$ cat src/rtl/seg7_scanner_pkg.sv
// Shared types and constants for the 4-digit multiplexed seven-segment scanner.
package seg7_scanner_pkg;

    typedef enum logic {
        StActive = 1'b0,
        StGap    = 1'b1
    } scan_state_e;

    localparam int unsigned NumDigits = 4;
    localparam logic [3:0]  SelOff    = 4'b1111;

    // A digit stays dark when disabled, or when leading-zero blanking is on and it and every
    // digit to its left are zero. Digit 0 is never blanked by LZB so zero still shows as "0".
    function automatic logic digit_suppressed(logic [15:0] disp, logic [1:0] idx,
                                              logic [3:0] en, logic lzb);
        logic upper_zero;
        upper_zero = 1'b1;
        for (int k = 0; k < NumDigits; k++) begin
            if (k >= int'(idx) && disp[4*k +: 4] != 4'h0) begin
                upper_zero = 1'b0;
            end
        end
        return !en[idx] || (lzb && idx != 2'd0 && upper_zero);
    endfunction

endpackage

$ cat src/rtl/seg7_prescaler.sv
// Phase counter for the scanner: counts 0..len-1 for the current phase and flags the last cycle.
module seg7_prescaler #(
    parameter int unsigned ActiveLen = 4,
    parameter int unsigned GapLen    = 2
) (
    input  logic clk,
    input  logic rst,
    input  logic gap_i,
    output logic tc_o
);

    localparam int unsigned ActW = (ActiveLen > 1) ? $clog2(ActiveLen) : 1;
    localparam int unsigned GapW = (GapLen > 1) ? $clog2(GapLen) : 1;
    localparam int unsigned CntW = (ActW > GapW) ? ActW : GapW;

    logic [CntW-1:0] count_q, count_d;

    // Terminal count coincides with the FSM state change, so wrapping here is the reload.
    always_comb begin
        tc_o    = gap_i ? (count_q == CntW'(GapLen - 1)) : (count_q == CntW'(ActiveLen - 1));
        count_d = tc_o ? '0 : count_q + CntW'(1);
    end

    always_ff @(posedge clk or posedge rst) begin
        if (rst) begin
            count_q <= '0;
        end else begin
            count_q <= count_d;
        end
    end

endmodule

$ cat src/rtl/seg7_scanner.sv
// Time-multiplexed 4-digit display scanner with dead-time gaps, digit enables and LZB.
module seg7_scanner
    import seg7_scanner_pkg::*;
#(
    parameter int unsigned SCAN_DIV   = 50000,
    parameter int unsigned GAP_CYCLES = 16
) (
    input  logic        clk,
    input  logic        rst,
    input  logic [15:0] value_i,
    input  logic        value_valid_i,
    input  logic [3:0]  digit_en_i,
    input  logic        lzb_en_i,
    output logic [3:0]  number_o,
    output logic [3:0]  selector_o,
    output logic        blank_o,
    output logic        frame_start_o
);

    scan_state_e state_q, state_d;
    logic [1:0]  idx_q, idx_d;
    logic [15:0] shadow_q, shadow_d;
    logic [15:0] disp_q, disp_d;
    logic [3:0]  number_q, number_d;
    logic [3:0]  selector_q, selector_d;
    logic        blank_q, blank_d;
    logic        frame_start_q, frame_start_d;
    logic        tc;

    seg7_prescaler #(
        .ActiveLen (SCAN_DIV),
        .GapLen    (GAP_CYCLES)
    ) u_prescaler (
        .clk   (clk),
        .rst   (rst),
        .gap_i (state_q == StGap),
        .tc_o  (tc)
    );

    always_comb begin
        state_d       = state_q;
        idx_d         = idx_q;
        disp_d        = disp_q;
        shadow_d      = value_valid_i ? value_i : shadow_q;
        frame_start_d = 1'b0;
        if (tc) begin
            if (state_q == StGap) begin
                state_d = StActive;
                idx_d   = idx_q + 2'd1;
                if (idx_d == 2'd0) begin
                    // Same-edge strobe bypasses the shadow so it shows this frame.
                    disp_d        = value_valid_i ? value_i : shadow_q;
                    frame_start_d = 1'b1;
                end
            end else begin
                state_d = StGap;
            end
        end

        number_d   = number_q;
        selector_d = SelOff;
        blank_d    = 1'b1;
        if (state_d == StActive) begin
            number_d = disp_d[{idx_d, 2'b00} +: 4];
            if (!digit_suppressed(disp_d, idx_d, digit_en_i, lzb_en_i)) begin
                selector_d = ~(4'b0001 << idx_d);
                blank_d    = 1'b0;
            end
        end
    end

    always_ff @(posedge clk or posedge rst) begin
        if (rst) begin
            state_q       <= StGap;
            idx_q         <= 2'd3;
            shadow_q      <= 16'h0000;
            disp_q        <= 16'h0000;
            number_q      <= 4'h0;
            selector_q    <= SelOff;
            blank_q       <= 1'b1;
            frame_start_q <= 1'b0;
        end else begin
            state_q       <= state_d;
            idx_q         <= idx_d;
            shadow_q      <= shadow_d;
            disp_q        <= disp_d;
            number_q      <= number_d;
            selector_q    <= selector_d;
            blank_q       <= blank_d;
            frame_start_q <= frame_start_d;
        end
    end

    assign number_o      = number_q;
    assign selector_o    = selector_q;
    assign blank_o       = blank_q;
    assign frame_start_o = frame_start_q;

endmodule

$ cat config.mk
export PLATFORM = sky130hd
export DESIGN_NAME = seg7_scanner
export DESIGN_NICKNAME = d
export VERILOG_FILES = /design/src/rtl/seg7_scanner_pkg.sv /design/src/rtl/seg7_prescaler.sv /design/src/rtl/seg7_scanner.sv
export SDC_FILE = /design/constraint.sdc
export NUM_CORES = 1
export LEC_CHECK = 0
export CAP_MARGIN = 40
export CORE_ASPECT_RATIO = 1.25
export CORE_MARGIN = 1.5
export CORE_UTILIZATION = 49
export DETAILED_ROUTE_END_ITERATION = 8
export PLACE_DENSITY = 0.81
export SLEW_MARGIN = 10
export SYNTH_ARGS = -nofsm -noshare
export SYNTH_HDL_FRONTEND = slang
export SYNTH_SLANG_ARGS = --single-unit
$ cat constraint.sdc
create_clock -name clk -period 2.4 [get_ports clk]
set_input_delay 0.6 -clock clk [delete_from_list [all_inputs] [get_ports clk]]
set_output_delay 0.6 -clock clk [all_outputs]
set_load 0.01 [all_outputs]
==> results_dict.tcl <==
set metrics [dict create \
    status "finished, violations left" \
    violations "negative setup slack" \
    gp_congestion 0.789 \
    vdd_drop_max_mv 0.352 \
    multi_input_area_um2 1170 \
    min_path_cells 1 \
    grt_pass1_wl_um 9360 \
    cts.path.max_buffers 2 \
    fp-row-count 30 \
    period_needed_ps 2420 \
    r2r_end "selector_o[1]$_DFF_PP1_" \
    dr.pass1.iters 4 \
    max_cap_violations 0 \
    ios 34 \
    port_buffers 33 \
    final_cell_mix "dfrtp_1, clkdlybuf4s50_1, mux2_2" \
    yosys_warnings 0 \
    synth_edf_count 0 \
    worstRegToRegCells 9 \
    place_ws_ps -348 \
    drt_iter0_drc 146 \
    drive_gt1_frac 0.334 \
    clk_latency_ps 330 \
    htreeDepth 3 \
    fmax_ghz 0.413 \
    timing.rr.start "state_q$_DFF_PP1_" \
    fin_setup_tns_ps -24.2 \
    place_inst 331 \
    avgSynthCellArea_um2 12.5 \
    p_leak_uw 0.00163 \
    synth_compound_area_frac 0.0339 \
    fin_nets 308 \
    clk_pin_slew_ps 70 \
    min_from "u_prescaler.count_q[0]$_DFF_PP0_" \
    finalNonFillerCells 351 \
    layout_commonest_cell "dfrtp_1" \
    dieArea_um2 6040 \
    hold_violations 0 \
    yosys.area_share.adder 0.00915 \
    syn_nets 244 \
    die_h_um 86.5 \
    worst_slack_ps -22.8 \
    max_slew.worst_pin.slew_ps 327 \
    regToRegSetupSlack_ps -20 \
    startpoint_type "flop" \
    period_share 1.01 \
    clock_sinks 61 \
    cts_buffers 9 \
    antenna_left 0 \
    cts_tree "built" \
    synthSimpleGateAreaFrac 0.125 \
    fillers 420 \
    powerDensity_nw_per_um2 609 \
    skew_ps 9.84 \
    design.core.area_um2 5410 \
    gr-total-overflow 0 \
    synth_ff_type "dfrtp_1" \
    synth_cells 218 \
    path_class "reg2reg" \
    rsz0062_at_grt "true" \
    synth_top_family_by_area "multiplexers" \
    async_flop_share 1.00 \
    yosysSeqAreaShare 0.562 \
    synthToLayoutAreaGrowth_pct 30.3 \
    synth-xor-area-share 0.0545 \
    synth_mux_area_frac 0.189 \
    avgRoutedWirePerCell_um 15.5 \
    synth_seq_cells 61 \
    routed_wl_um 5450 \
    initial_core_util 0.506 \
    routed_via_density 5.39 \
    antenna_found_initial 0 \
    critPathCaptureType "flop" \
    min_path_type "reg2reg" \
    slew_headroom 0.776 \
    grt_max_degree 62 \
    die_x_um 69.8 \
    syn_area_um2 2730 \
    whs_endpoint "u_prescaler.count_q[0]$_DFF_PP0_" \
    num_vias 1893 \
    seq_area_um2 1540 \
    setup-violations-final 2 \
    cts-root-buf "clkbuf_8" \
    maxSlewViolCount 0 \
    n_antenna_cell 0 \
    dp_hpwl_um 3900 \
    grt_pass1_vias 2011 \
    required_ps 2640 \
    drc 0 \
    ys_types 40 \
    critical_path_arrival_ps 2670 \
    cp_max_fo 13 \
    track_usage 0.200 \
]
==> worst max-delay path: stages (launching register included) <==
cell and delay [ps]:
dfstp_2 530, or4b_4 470, mux2i_2 190, nand4_1 130, buf_6 180, buf_4 150
mux2i_1 290, nor4_2 60, o221ai_1 220, nand4_1 130
==> power by group <==
part / internal (µW) / switching [µW]
registers: 1080 / 17.7
clock network: 503 / 399
logic: 98.4 / 76.5
==> Yosys cell counts, drive strengths merged (2+ instances only) <==
cell     n  area, µm²
dfrtp   53       1330
mux2    34        387
nand2   15       56.3
nor2    15       63.8
mux2i   13        130
xor2    11       96.3
and3     8       51.3
dfstp    8        210
nand3    8       40.0
inv      7       26.3
xnor2    6       52.6
buf      4       27.5
nand4    4       25.0
nor3     4       20.0
o21ai    4       20.0
o221ai   4       35.0
nor4     3       25.0
clkbuf   2       17.5
ha       2       25.0
nor2b    2       12.5
==> registers in the layout (all words and copies together) (netlist names), 2 cells and up <==
register	count
idx_q	2
number_o	4
disp_q	16
shadow_q	16
u_prescaler.count_q	16
selector_o	4
==> cells by family (layout without fill, tap and decap cells) <==
family,Yosys count,after routing
simple gates,65,65
flops,61,61
mux,47,47
xor+xnor,17,17
compound gates,13,13
buf+inv,13,82
fa+ha+maj,2,2
==> per-layer routing <==
metal,track usage,up-vias,wire length (µm)
li1,-,905,-
met1,0.232,939,2240
met4,0.0734,0,97
met2,0.354,39,2910
met5,0,-,0
met3,0.0570,10,199
==> metrics by stage <==
| stage | utilization | area (µm²) | total power [µW] | hold WS (ps) |
|---|---|---|---|---|
| finish | 0.659 | 3560 | 2170 | 484 |
| global route | 0.659 | 3560 | 2260 | 520 |
| CTS | 0.653 | 3530 | 2190 | 493 |
| detailed placement | 0.610 | 3300 | 1280 | 486 |
| global placement | 0.610 | 3300 | 1280 | 462 |
| floorplan | - | 2740 | 1200 | 447 |
==> final cells by class <==
type,count,share of cell area
repair buffers,59,0.156
inverters,7,0.00737
clock inverters,6,0.0176
well taps,64,0.0225
multi-input cells,144,0.327
flip-flops and latches,61,0.431
clock buffers,10,0.0386
==> what timing repair did <==
| item | CTS | global route |
|---|---|---|
| setup buffers | 2 | 2 |
| pin swaps | 3 | 0 |
| gates resized for setup | 5 | 4 |
| cloned | 0 | 0 |
| hold buffers | 0 | 0 |
| setup endpoints to repair | 8 | 8 |
==> worst max-delay path by stage <==
stage,from,endpoint,slack (ps)
final,state_q$_DFF_PP1_,selector_o[1]$_DFF_PP1_,-20
after global placement,value_valid_i,selector_o[1]$_DFF_PP1_,-310
after CTS,state_q$_DFF_PP1_,selector_o[1]$_DFF_PP1_,-20
after global routing,state_q$_DFF_PP1_,number_o[1]$_DFFE_PP0N_,-120
after floorplan,state_q$_DFF_PP1_,number_o[1]$_DFFE_PP0N_,7
after detailed placement,value_valid_i,selector_o[1]$_DFF_PP1_,-350
No activity file was read; power rests on OpenSTA's default activity.
